**config.mk**
```make
export PLATFORM = sky130hd
export DESIGN_NAME = demux3_tdm_rx
export DESIGN_NICKNAME = d
export VERILOG_FILES = /design/src/rtl/demux_pkg.sv /design/src/rtl/tdm_slot_cnt.sv /design/src/rtl/demux3_tdm_rx.sv
export SDC_FILE = /design/constraint.sdc
export NUM_CORES = 1
export LEC_CHECK = 0
export CAP_MARGIN = 20
export CORE_MARGIN = 1.5
export CORE_UTILIZATION = 45
export DETAILED_ROUTE_END_ITERATION = 8
export PLACE_DENSITY = 0.74
export SETUP_SLACK_MARGIN = 0.05
export SYNTH_ARGS = -nofsm -noshare
export SYNTH_HDL_FRONTEND = slang
export SYNTH_SLANG_ARGS = --single-unit
```
**constraint.sdc**
```tcl
create_clock -name clk -period 1.55 [get_ports clk]
set_input_delay 0.2325 -clock clk [delete_from_list [all_inputs] [get_ports clk]]
set_output_delay 0.2325 -clock clk [all_outputs]
set_load 0.01 [all_outputs]
```
**src/rtl/demux_pkg.sv**
```systemverilog
// Shared definitions for the 3-channel TDM receive demultiplexer.
// Optional feature macro: DEMUX_ERR_CNT_EN (saturating frame-error counter).
package demux_pkg;

  localparam int NCH_DEF   = 3;
  localparam int WIDTH_DEF = 2;
  localparam int SLOT_W    = $clog2(NCH_DEF);

  typedef enum logic [0:0] {
    IDLE    = 1'b0,
    COLLECT = 1'b1
  } demux_state_t;

  // Eight-bit increment that sticks at all-ones instead of wrapping.
  function automatic logic [7:0] sat_inc8(input logic [7:0] v);
    logic [7:0] r;
    if (v == 8'hFF) begin
      r = v;
    end else begin
      r = v + 8'd1;
    end
    return r;
  endfunction

endpackage

```
**src/rtl/tdm_slot_cnt.sv**
```systemverilog
// Slot counter for the TDM receiver: clear, restart-at-one (for a new
// start-of-frame beat) and increment, with a flag for the final slot.
module tdm_slot_cnt
  import demux_pkg::*;
#(
  parameter int NCH = NCH_DEF,
  parameter int SW  = $clog2(NCH)
) (
  input  logic          clk,
  input  logic          rst_n,
  input  logic          clr,
  input  logic          load1,
  input  logic          inc,
  output logic [SW-1:0] slot,
  output logic          last
);

  logic [SW-1:0] slot_q;
  logic [SW-1:0] slot_d;

  // Next slot value: clear wins over restart, restart wins over increment.
  always_comb begin
    slot_d = slot_q;
    if (clr) begin
      slot_d = '0;
    end else if (load1) begin
      slot_d = SW'(1);
    end else if (inc) begin
      slot_d = slot_q + SW'(1);
    end else begin
      slot_d = slot_q;
    end
  end

  // Slot register.
  always_ff @(posedge clk or negedge rst_n) begin
    if (!rst_n) begin
      slot_q <= '0;
    end else begin
      slot_q <= slot_d;
    end
  end

  assign slot = slot_q;
  assign last = (slot_q == SW'(NCH - 1));

endmodule

```
**src/rtl/demux3_tdm_rx.sv**
```systemverilog
// Receive side of the 3-channel TDM link: collects sof-framed beats into a
// shadow buffer and publishes each complete frame to registered outputs.
// Optional feature macro: DEMUX_ERR_CNT_EN adds a saturating err_cnt output.
module demux3_tdm_rx
  import demux_pkg::*;
#(
  parameter int WIDTH = WIDTH_DEF,
  parameter int NCH   = NCH_DEF
) (
  input  logic             clk,
  input  logic             rst_n,
  input  logic [WIDTH-1:0] din,
  input  logic             din_valid,
  input  logic             sof,
  output logic [WIDTH-1:0] y_a,
  output logic [WIDTH-1:0] y_b,
  output logic [WIDTH-1:0] y_c,
  output logic             out_valid,
  output logic             frame_err
`ifdef DEMUX_ERR_CNT_EN
  ,
  output logic [7:0]       err_cnt
`endif
);

  localparam int SW = $clog2(NCH);

  demux_state_t   state_q, state_d;
  // Only slots 0..NCH-2 need buffering; the last beat goes straight out.
  logic [WIDTH-1:0] shadow_q [NCH-1];
  logic [WIDTH-1:0] shadow_d [NCH-1];
  logic [WIDTH-1:0] y_a_q, y_a_d, y_b_q, y_b_d, y_c_q, y_c_d;
  logic             out_valid_q, out_valid_d;
  logic             frame_err_q, frame_err_d;

  logic             cnt_clr_s, cnt_load1_s, cnt_inc_s;
  logic [SW-1:0]    slot_s;
  logic             slot_last_s;

  tdm_slot_cnt #(
    .NCH (NCH),
    .SW  (SW)
  ) u_slot_cnt (
    .clk   (clk),
    .rst_n (rst_n),
    .clr   (cnt_clr_s),
    .load1 (cnt_load1_s),
    .inc   (cnt_inc_s),
    .slot  (slot_s),
    .last  (slot_last_s)
  );

  // Frame FSM: next state, shadow capture, output publication and pulses.
  always_comb begin
    state_d     = state_q;
    shadow_d    = shadow_q;
    y_a_d       = y_a_q;
    y_b_d       = y_b_q;
    y_c_d       = y_c_q;
    out_valid_d = 1'b0;
    frame_err_d = 1'b0;
    cnt_clr_s   = 1'b0;
    cnt_load1_s = 1'b0;
    cnt_inc_s   = 1'b0;
    case (state_q)
      IDLE: begin
        if (din_valid && sof) begin
          shadow_d[0] = din;
          cnt_load1_s = 1'b1;
          state_d     = COLLECT;
        end else begin
          // Beats without sof are dropped silently while idle.
          state_d = IDLE;
        end
      end
      COLLECT: begin
        if (din_valid) begin
          if (sof) begin
            // Early start: abandon the partial frame, restart at slot 0.
            frame_err_d = 1'b1;
            shadow_d[0] = din;
            cnt_load1_s = 1'b1;
            state_d     = COLLECT;
          end else if (slot_last_s) begin
            y_a_d       = shadow_q[0];
            y_b_d       = shadow_q[1];
            y_c_d       = din;
            out_valid_d = 1'b1;
            cnt_clr_s   = 1'b1;
            state_d     = IDLE;
          end else begin
            for (int i = 0; i < NCH - 1; i++) begin
              if (slot_s == SW'(i)) begin
                shadow_d[i] = din;
              end else begin
                shadow_d[i] = shadow_q[i];
              end
            end
            cnt_inc_s = 1'b1;
            state_d   = COLLECT;
          end
        end else begin
          // Stall: everything holds, no timeout.
          state_d = COLLECT;
        end
      end
      default: begin
        state_d   = IDLE;
        cnt_clr_s = 1'b1;
      end
    endcase
  end

  // State, shadow and output registers.
  always_ff @(posedge clk or negedge rst_n) begin
    if (!rst_n) begin
      state_q     <= IDLE;
      for (int i = 0; i < NCH - 1; i++) begin
        shadow_q[i] <= '0;
      end
      y_a_q       <= '0;
      y_b_q       <= '0;
      y_c_q       <= '0;
      out_valid_q <= 1'b0;
      frame_err_q <= 1'b0;
    end else begin
      state_q     <= state_d;
      shadow_q    <= shadow_d;
      y_a_q       <= y_a_d;
      y_b_q       <= y_b_d;
      y_c_q       <= y_c_d;
      out_valid_q <= out_valid_d;
      frame_err_q <= frame_err_d;
    end
  end

  assign y_a       = y_a_q;
  assign y_b       = y_b_q;
  assign y_c       = y_c_q;
  assign out_valid = out_valid_q;
  assign frame_err = frame_err_q;

`ifdef DEMUX_ERR_CNT_EN
  logic [7:0] err_cnt_q;

  // Saturating count of broken frames, updated on the edge that raises frame_err.
  always_ff @(posedge clk or negedge rst_n) begin
    if (!rst_n) begin
      err_cnt_q <= 8'd0;
    end else if (frame_err_d) begin
      err_cnt_q <= sat_inc8(err_cnt_q);
    end else begin
      err_cnt_q <= err_cnt_q;
    end
  end

  assign err_cnt = err_cnt_q;
`endif

endmodule

```
# After elaboration in Yosys (flattened, before gate mapping)
# Index checks and enable logic that the tools add are counted.
# Widths: inputs -> output; s select.
op_classes:
  n_reduce_logical: 6
  n_addsub: 1
  n_eq_ne: 6
  bitwise_logic: 3
  n_mux: 27
op_table:
  columns: ["operator", "count"]
  rows:
  - ["$mux 2", 8]
  - ["$mux 1", 14]
  - ["$mux 4", 2]
  - ["$reduce_and 4->1", 2]
  - ["$reduce_and 5->1", 1]
  - ["$ne 2x2->1 const B", 2]
  - ["$pmux 1 s2", 2]
  - ["$pmux 2 s2", 1]
  - ["$ne 3x2->1 const B", 1]
  - ["$ne 3x3->1 const B", 1]
  - ["$not 1->1", 3]
  - ["$reduce_bool 3->1", 1]
  - ["$add 2x1->2 const B", 1]
  - ["$eq 2x1->1 const B", 1]
  - ["$eq 2x2->1 const B", 1]
  - ["$logic_not 2->1", 1]
  - ["$logic_and 1x1->1", 1]
word_totals:
  wordCells: 52
  in_bits: 6
  reg_bits: 15

# Longest topological paths before layout
# Gate-level depths: netlist of the first run.
depth:
  word_depth: 8
  mapped_depth: 5

# Cells and area by module
# Synthesis of the first run repeated with hierarchy kept, for this count alone.
hier_totals:
  cells_unflattened: 45
  area_unflattened_um2: 641.9
modules_own_cells:
  columns: ["module", "instances", "seq_area_each_um2", "cells_each", "area_per_inst_um2"]
  rows:
  - ["demux3_tdm_rx", 1, 325.3, 35, 525.5]
  - ["tdm_slot_cnt", 1, 50.0, 10, 116.4]

# Worst setup path before layout of the first run
# OpenSTA, ideal clock, no wires.
synth_timing:
  kind: "register to register"
  from: "reg u_slot_cnt.slot_q[0], in the netlist u_slot_cnt.slot[0]"
  to: "reg shadow_q[0] (netlist bit)"
  path_stages_with_launch: 6
  synth_period_minus_slack_ps: 1347
  arrival_ps: 1222
  path_buffers: 0
  setup_slack_ps: 203
  required_time_ps: 1425
  cell_sequence: "dfrtp_1 > inv_1 > ha_1 > nor2_2 > nand4_1 > mux2_2"
synth_via:
  elab_chain_cells: 3
  elab_cells_between_ends: 4
  cone_classes: "eq/ne (2); bitwise (1); reduce/logical (1)"
synth_rtl:
  columns: ["element", "line_no", "text"]
  rows:
  - ["start, declared", "tdm_slot_cnt.sv:18", "logic [SW-1:0] slot_q;"]
  - ["start signal, assigned", "tdm_slot_cnt.sv:40", "slot_q <= slot_d;"]
  - ["$eq 2x2->1", "tdm_slot_cnt.sv:45", "assign last = (slot_q == SW'(NCH - 1));"]
  - ["$not 1->1 (no line)", null, null]
  - ["$reduce_and 5->1 (no line) *", null, null]
  - ["end signal, assigned", "demux3_tdm_rx.sv:128", "shadow_q <= shadow_d;"]
  - ["end, declared", "demux3_tdm_rx.sv:30", "logic [WIDTH-1:0] shadow_q [NCH-1];"]
# Every way passes the cells marked *; elsewhere a longest branch is shown, timed or not.
# A chain may end at the register's enable or synchronous reset.

# Worst setup path in the final report of the first run
# Same ends and word-level chain as after synthesis.

==> results of run 1 <==
-- synthesized netlist by cell type, drive strengths merged --
cell type and instances:
a22o 1, buf 2, dfrtp 15, nor3b 1, o21ai 3, nand3b 1, ha 4, nand4 1
and3 3, nand2b 1, nand2 8, inv 3, nand4b 2, mux2 10, nor2 1
-- cells by family (layout without fill, tap and decap cells) --
logic type	after synthesis	after routing	share of synthesized area, %
and+or+nand+nor	18	18	16.29
DFF	15	15	53.10
muxes	10	10	16.46
buffers and inverters	5	23	3.716
adders and majority gates	4	4	7.080
AOI/OAI and AO/OA	4	4	3.362
-- timing repair --
item	CTS	global route
gates resized for setup	0	2
endpoints found under the hold margin	0	0
endpoints found under the setup margin	0	10
buffers inserted	0	1
-- area by class of cell --
type | count | area (µm²) | area share (%)
multi-input cells | 36 | 310.3 | 34.59
flip-flops and latches | 15 | 375.4 | 41.84
inverters | 3 | 11.26 | 1.255
clock inverters | 1 | 5.005 | 0.5579
clock buffers | 3 | 22.52 | 2.510
well taps | 16 | 20.02 | 2.232
repair buffers | 16 | 152.6 | 17.02
-- flip-flops by register name, summed over array words and instances (netlist names) --
| signal | flops |
|---|---|
| y_a | 2 |
| y_c | 2 |
| u_slot_cnt.slot | 2 |
| shadow_q | 4 |
| frame_err | 1 |
| out_valid | 1 |
| y_b | 2 |
| state_q | 1 |
-- metrics by stage --
stage               hold WS, ps  setup TNS, ps  utilization (%)  total power, mW
floorplan                -63.09              0                -           0.9286
global placement          488.4         -82.10            57.56            1.127
detailed placement        493.9         -121.6            57.56            1.146
CTS                       243.9              0            59.41            1.371
global route              272.4              0            60.25            1.475
finish                    244.5              0            60.25            1.364
-- power by group through the flow --
stage | Sequential (mW) | Combinational (mW) | Clock [mW]
detailed placement | 0.646 | 0.500 | 0
finish | 0.635 | 0.507 | 0.222
global route | 0.658 | 0.566 | 0.250
CTS | 0.637 | 0.502 | 0.232
global placement | 0.640 | 0.487 | 0
floorplan | 0.646 | 0.283 | 0
-- worst paths after layout --
kind	depth (start not counted)	to	startpoint	slack, ps
min in group clk	1	y_a[1]	y_a[1]	510
min reg2reg	1	y_a[1]	y_a[1]	510
max	5	shadow_q[0]	u_slot_cnt.slot[0]	120
max reg2reg	5	shadow_q[0]	u_slot_cnt.slot[0]	120
min	2	y_a[1]	rst_n	240
max in group asynchronous	2	state_q	rst_n	1130
-- routing by layer --
layer	global-route usage [%]	vias to the layer above	wire [µm]
li1	-	227	-
met1	20.67	219	545
met2	24.85	10	528
met3	4.310	4	49
met4	11.25	0	22
met5	0	-	0
-- critical path, cell delays in order, from the launching register on --
cell and delay, ps:
dfrtp_1 410, inv_1 120, ha_2 260, nor2_2 50, nand4_1 130, mux2_2 350
==> impl_metrics.ini, run 1 <==
[power_and_ir_drop]
switching_share_pct = 30.65
seq_power_share_pct = 46.6
power_density_nw_per_um2 = 1521
power_frac_comb_pct = 37.2
p_int_mw = 0.9461
switching_power_mw = 0.4181
ir_drop_mv = 1.060
clockPowerShare_pct = 16.2
leakage_nw = 0.4340

[timing]
slew_headroom_pct = 78.00
finalCriticalPeriod_ps = 1433
hold_viol = 0
max_freq_ghz = 0.6978
skew_ps = 2.132
worst_slack_ps = 116.9
worst_pin_slew_ps = 330.0
finalCritPeriodShare_pct = 92.46
slew_viol_final = 0
setup_viol = 0
rsz0062_at_grt = true

[placed_design]
place_area_um2 = 857.1
gp_congestion = 0.7789
post-place-ws_ps = -28.01
port_buffers = 13
dp_cells = 85
hpwlAfterDp_um = 865.3

[clock_tree]
htree_num_levels = 1
cts_inserted_buffers = 3
postCtsHoldBufs = 0
clockBufferDepth = 2
cts_tree = built
clk_pin_slew_ps = 90
cts_sinks = 15
clockRootBuffer = clkbuf_4
clock_latency_ps = 290

[final_layout]
layout-drive-gt1-share_pct = 28.38
stdcell_area_um2 = 897.1
final_cell_mix = dfrtp_1, clkdlybuf4s50_1, mux2_2, nand2_1
antennaDiodeCount = 0
area_delta_synth_final_pct = 26.90
layout_commonest_cell = dfrtp_1
final_cells = 90
fill_cells = 113
final_nets = 85

[setup_path]
start_kind = register
criticalPathCategory = register to register
arrival_ps = 1610
cp_max_fo = 4
crit_required_ps = 1730
crit_path_end_kind = register

[grt]
grt_max_degree = 16
grt_pass1_vias = 463
grt_pass1_wl_um = 2132
antenna_found_initial = 0
grt_util_all_layers_pct = 16.58
globalRouteOverflowTotal = 0

[synth]
yosysSeqAreaShare_pct = 53.10
yosysTopAreaCell = dfrtp_1
synth_area_per_cell_um2 = 12.62
postSynthCellCount = 56
synth_seq_cells = 15
yosysTopAreaCellShare_pct = 53.10
synth_fp_nets = 66
yosysUniqueCellTypes = 17
yosysWarnings = 0
syn_area_um2 = 706.9
synth_area_leaders = dfrtp_1, mux2_2, ha_1, nand2_1, nand4b_4

[routing]
wl_per_cell_um = 12.73
via_per_inst = 5.111
drcViolationCount = 0
routed-via-count = 460
drt-total-wl_um = 1146
drt_iter0_drc = 7
dr.pass1.iters = 4
antenna_left = 0

[outcome]
status = completed

[floorplan]
die_h_um = 42.64
die_area_um2 = 1818
pin_count = 14
initial_core_util_pct = 47.48
die_w_um = 42.64
fp-row-count = 14
coreArea_um2 = 1489

[hold_path]
hp-class = input pin to async pin

[job]
drv_cap = 0
Note: power is estimated with default switching activity, not from simulation.
==> run 2: changes to the inputs <==
- SKIP_CTS_REPAIR_TIMING: default -> 1
==> results of run 2 <==
The final DEF is identical to that of run 1; final timing and power are the same.
==> RTL change 1: new RTL, settings of run 1 <==
The option `DEMUX_ERR_CNT_EN` is turned on by a define.
--- a/src/rtl/demux3_tdm_rx.sv
+++ b/src/rtl/demux3_tdm_rx.sv
@@ -1,6 +1,8 @@
 // Receive side of the 3-channel TDM link: collects sof-framed beats into a
 // shadow buffer and publishes each complete frame to registered outputs.
 // Optional feature macro: DEMUX_ERR_CNT_EN adds a saturating err_cnt output.
+`define DEMUX_ERR_CNT_EN
+
 module demux3_tdm_rx
   import demux_pkg::*;
 #(
Formal check against the unedited RTL (old outputs only; new: err_cnt): equivalent (Yosys induction, for registers that start in step).
==> RTL change 1 against run 1 <==
Design area grew 74%. Area after synthesis grew 54%. Setup slack lost 50 ps. Routed wire length grew 82%. Largest cell class unchanged. Sequential share of layout area shrank 4.9 points. Total power grew 74%. Maximum frequency shrank 3.4%. Highest routed layer unchanged. Sequential cell count grew 8. Final cell count grew 81%.
==> RTL change 1: results (changes against run 1) <==
post-synthesis mux area share=15.4% (was 16.5%); slowest stage delay, CP=430 ps (was 410 ps); Final Max Slew Viols=0 (unchanged); clock-pin slew on the worst setup and hold paths=130 ps (was 90 ps); post-place instance area=0.00142 mm^2 (was 857 um^2); router iterations before antenna repair=4 (unchanged); Distinct cells, synth=28 (was 17); GRT Util Overall=18.3% (was 16.6%); Synth Net Count=101 (was 66); Max clock buf depth=2 (unchanged); Place WS=-115 ps (was -28.0 ps); met2 routed WL=1.09 mm (was 528 um); DR top layer=met4 (unchanged); routed len/inst=12.8 um (was 12.7 um); Min-Delay Path Class=in2async (unchanged); fraction of final layout cells sized beyond drive strength 1=36.3% (was 28.4%); post-DP HPWL=1.48 mm (was 865 um); CP max stage cell=dfrtp_1 (unchanged); clock skew=4.97 ps (was 2.13 ps); met3 WL=103 um (was 49 um); Port Buffer Count=21 (was 13); Synth Area in Adders=5.75% (was 7.08%); Seq/Total Area, Yosys=52.9% (was 53.1%); Synth Area per Inst=12.1 um^2 (was 12.6 um^2); Layout fillers=191 (was 113); max reg flops=8 (was 4); ranking of synthesized cells by area=dfrtp_1, mux2_2, ha_1, nand2_1, mux2_1 (was dfrtp_1, mux2_2, ha_1, nand2_1, nand4b_4); routed vias/inst=5.13 (was 5.11); yosys warns=0 (unchanged); largest net degree at the start of global routing=24 (was 16); maximum fanout along the worst path=3 (was 4); critical path arrival=1690 ps (was 1610 ps); outcome=finished, final reports clean (unchanged); total CTS buffers=3 (unchanged); top cells by count, synth=dfrtp_1, mux2_2, nand2_1 (unchanged); Final #Nets=147 (was 85); Worst Tran Pin Value=319 ps (was 330 ps); GRT overflow=0 (unchanged); Main synth FF type=dfrtp_1 (unchanged); Leakage=0.805 nW (was 0.434 nW); H-tree levels=1 (unchanged); Peak supply drop=1050 uV (was 1060 uV); R2R cell count=5 (unchanged); gpl congestion=0.742 (was 0.779); Skew-Pair Late Insertion Delay=310 ps (was 290 ps); Async SR Flop Fraction=100% (unchanged); initial antenna violation count=0 (unchanged); DR vias=836 (was 460); antenna cell count=0 (unchanged); Synth Area in Compound Gates=6.44% (was 3.36%); wl on met1=877 um (was 545 um); first-pass GRT wire length=3.59 mm (was 2.13 mm); 1st-iter DRT viols=11 (was 7); CTS root buffer=clkbuf_4 (unchanged); Synth Area in XOR/XNOR=0.805% (was 0%)
RTL change 1: area by class of cell:
type | count | area share, %
Sequential cell | 23 | 37.0
Multi-Input combinational cell | 59 | 32.6
Timing Repair Buffer | 43 | 24.8
Tap cell | 28 | 2.25
Clock buffer | 3 | 1.44
Inverter | 6 | 1.44
Clock inverter | 1 | 0.481
RTL change 1: where the power goes:
group	total, mW	switching, mW	internal [mW]
combinational	1.12	0.457	0.663
sequential	0.979	0.158	0.821
clock	0.277	0.179	0.0983
RTL change 1: layer usage:
metal,vias up,track usage (%)
li1,406,-
met1,401,20.5
met2,27,33.5
met3,2,5.14
met4,0,5.13
met5,-,0
RTL change 1: what timing repair did:
item / 4_1_cts / 5_1_grt
pin swaps: 0 / 1
setup buffers: 6 / 3
endpoints found under the setup margin: 18 / 14
gates resized for setup: 8 / 11
RTL change 1: metrics by stage:
| step | setup TNS [ps] | util [%] | power [mW] |
|---|---|---|---|
| finish | 0 | 69.2 | 2.38 |
| floorplan | 0 | - | 1.48 |
| global route | 0 | 69.2 | 2.55 |
| detailed placement | -1100 | 63.0 | 2.00 |
| global placement | -920 | 63.0 | 1.97 |
| CTS | 0 | 66.9 | 2.36 |
RTL change 1: critical path, delay by kind of cell (launching register included):
family / cells / cell delay (ps)
fa+ha+maj: 1 / 200
mux: 1 / 330
buf+inv: 1 / 80
simple gates: 2 / 340
flops: 1 / 430
RTL change 1: worst paths after layout:
kind	slack (ps)	start	to
worst max-delay path	70	u_slot_cnt.slot[0]	shadow_q[0]
worst min-delay path	250	rst_n	err_cnt[0]
worst max register to register	70	u_slot_cnt.slot[0]	shadow_q[0]
worst min register to register	520	shadow_q[0]	y_b[0]
max in group asynchronous	1050	rst_n	err_cnt[4]
min in group clk	520	shadow_q[0]	y_b[0]
==> RTL change 2: new RTL, flow settings as in run 1 <==
Without the edit above. The output `out_valid` loses its register stage (`out_valid_q` becomes a continuous assignment).
--- a/src/rtl/demux3_tdm_rx.sv
+++ b/src/rtl/demux3_tdm_rx.sv
@@ -121,7 +121,6 @@
       y_a_q       <= '0;
       y_b_q       <= '0;
       y_c_q       <= '0;
-      out_valid_q <= 1'b0;
       frame_err_q <= 1'b0;
     end else begin
       state_q     <= state_d;
@@ -129,10 +128,11 @@
       y_a_q       <= y_a_d;
       y_b_q       <= y_b_d;
       y_c_q       <= y_c_d;
-      out_valid_q <= out_valid_d;
       frame_err_q <= frame_err_d;
     end
   end
+
+  assign out_valid_q = out_valid_d;
 
   assign y_a       = y_a_q;
   assign y_b       = y_b_q;
Formal check against the unedited RTL: not equivalent (Yosys sat finds a counterexample within 4 cycles, from zero or initial values and one cycle with rst_n low).
==> RTL change 2 against run 1 <==
Count of clock-buffer cells in the layout unchanged. Routed wire length up 18%. Sequential cell count decreased by 1. Setup slack worse by 9.6 ps. Non-clock buffer count grew 8. Design area grew 5.0%. Area after synthesis decreased by 3.5%. Total power is 5.4% higher. Critical path type unchanged. Largest power group is now combinational logic. Highest routed layer unchanged.
==> RTL change 2: results (changes against run 1) <==
met2 GRT Util=35.0% (was 24.8%); Final #Nets=92 (was 85); power share of the clock group=13.4% (was 16.2%); Synth Area per Inst=12.4 um^2 (was 12.6 um^2); Place WS=-159 ps (was -28.0 ps); min Tclk post-route=1440 ps (was 1430 ps); Min Hold Slack=283 ps (was 245 ps); Worst Tran Pin Value=181 ps (was 330 ps); first-pass GRT wire length=2.42 mm (was 2.13 mm); Critical R2R Capture=shadow_q[1] (was shadow_q[0]); met2 routed WL=752 um (was 528 um); post-place instance area=891 um^2 (was 857 um^2); Routed WL=1.35 mm (was 1.15 mm); top cells by count, synth=dfrtp_1, mux2_2, nand2_1 (unchanged); router iterations before antenna repair=3 (was 4); Seq/Total Area, Yosys=51.4% (was 53.1%); vias in the first global route=541 (was 463); routed vias/inst=5.25 (was 5.11); switching part of the total power=30.5% (was 30.6%); gpl congestion=0.741 (was 0.779); DP Cell Count=91 (was 85); Synth Net Count=65 (was 66); met3 WL=42 um (was 49 um); 1st-iter DRT viols=2 (was 7); ranking of synthesized cells by area=dfrtp_1, mux2_2, ha_1, nand2_1, nand4b_4 (unchanged); Flop+latch power=597 uW (was 635 uW); GR Util met3=4.35% (was 4.31%); routed len/inst=14.2 um (was 12.7 um); fraction of final layout cells sized beyond drive strength 1=37.5% (was 28.4%); met1 usage=19.8% (was 20.7%); Peak supply drop=974 uV (was 1060 uV); clock skew=1.47 ps (was 2.13 ps); yosys warns=0 (unchanged); maximum fanout along the worst path=3 (was 4); Layout fillers=103 (was 113); post-DP HPWL=1.12 mm (was 865 um); Leakage=0.466 nW (was 0.434 nW); wl on met1=544 um (was 545 um); multi-input logic area=328 um^2 (was 310 um^2); Skew-Pair Late Insertion Delay=270 ps (was 290 ps); outcome=finished, final reports clean (unchanged); largest net degree at the start of global routing=15 (was 16); Clock net power=193 uW (was 222 uW); slowest stage delay, CP=390 ps (was 410 ps); GRT Util Overall=19.0% (was 16.6%)
-- RTL change 2: changes by cell type after synthesis --
cell	before	now
dfrtp_1	15	14
-- RTL change 2: logic make-up (layout without fill, tap and decap cells) --
| group | Yosys count | count (layout) | share of synthesized area (%) |
|---|---|---|---|
| AO/OA/AOI/OAI | 4 | 4 | 3.49 |
| adder cells (fa/ha/maj) | 4 | 4 | 7.34 |
| buffers and inverters | 5 | 30 | 3.85 |
| flip-flops | 14 | 14 | 51.4 |
| multiplexers | 10 | 10 | 17.1 |
| AND/OR/NAND/NOR | 18 | 18 | 16.9 |
-- RTL change 2: repair_timing --
action	4_1_cts	5_1_grt
hold buffers	0	0
pin swaps	1	1
setup endpoints to repair	3	2
resized for setup	7	4
setup buffers	1	0
-- RTL change 2: area by class of cell --
class | count | share of cell area (%)
well taps | 15 | 1.99
multi-input cells | 36 | 34.8
clock buffers | 3 | 2.39
inverters | 3 | 1.20
repair buffers | 24 | 22.4
flip-flops and latches | 14 | 37.2
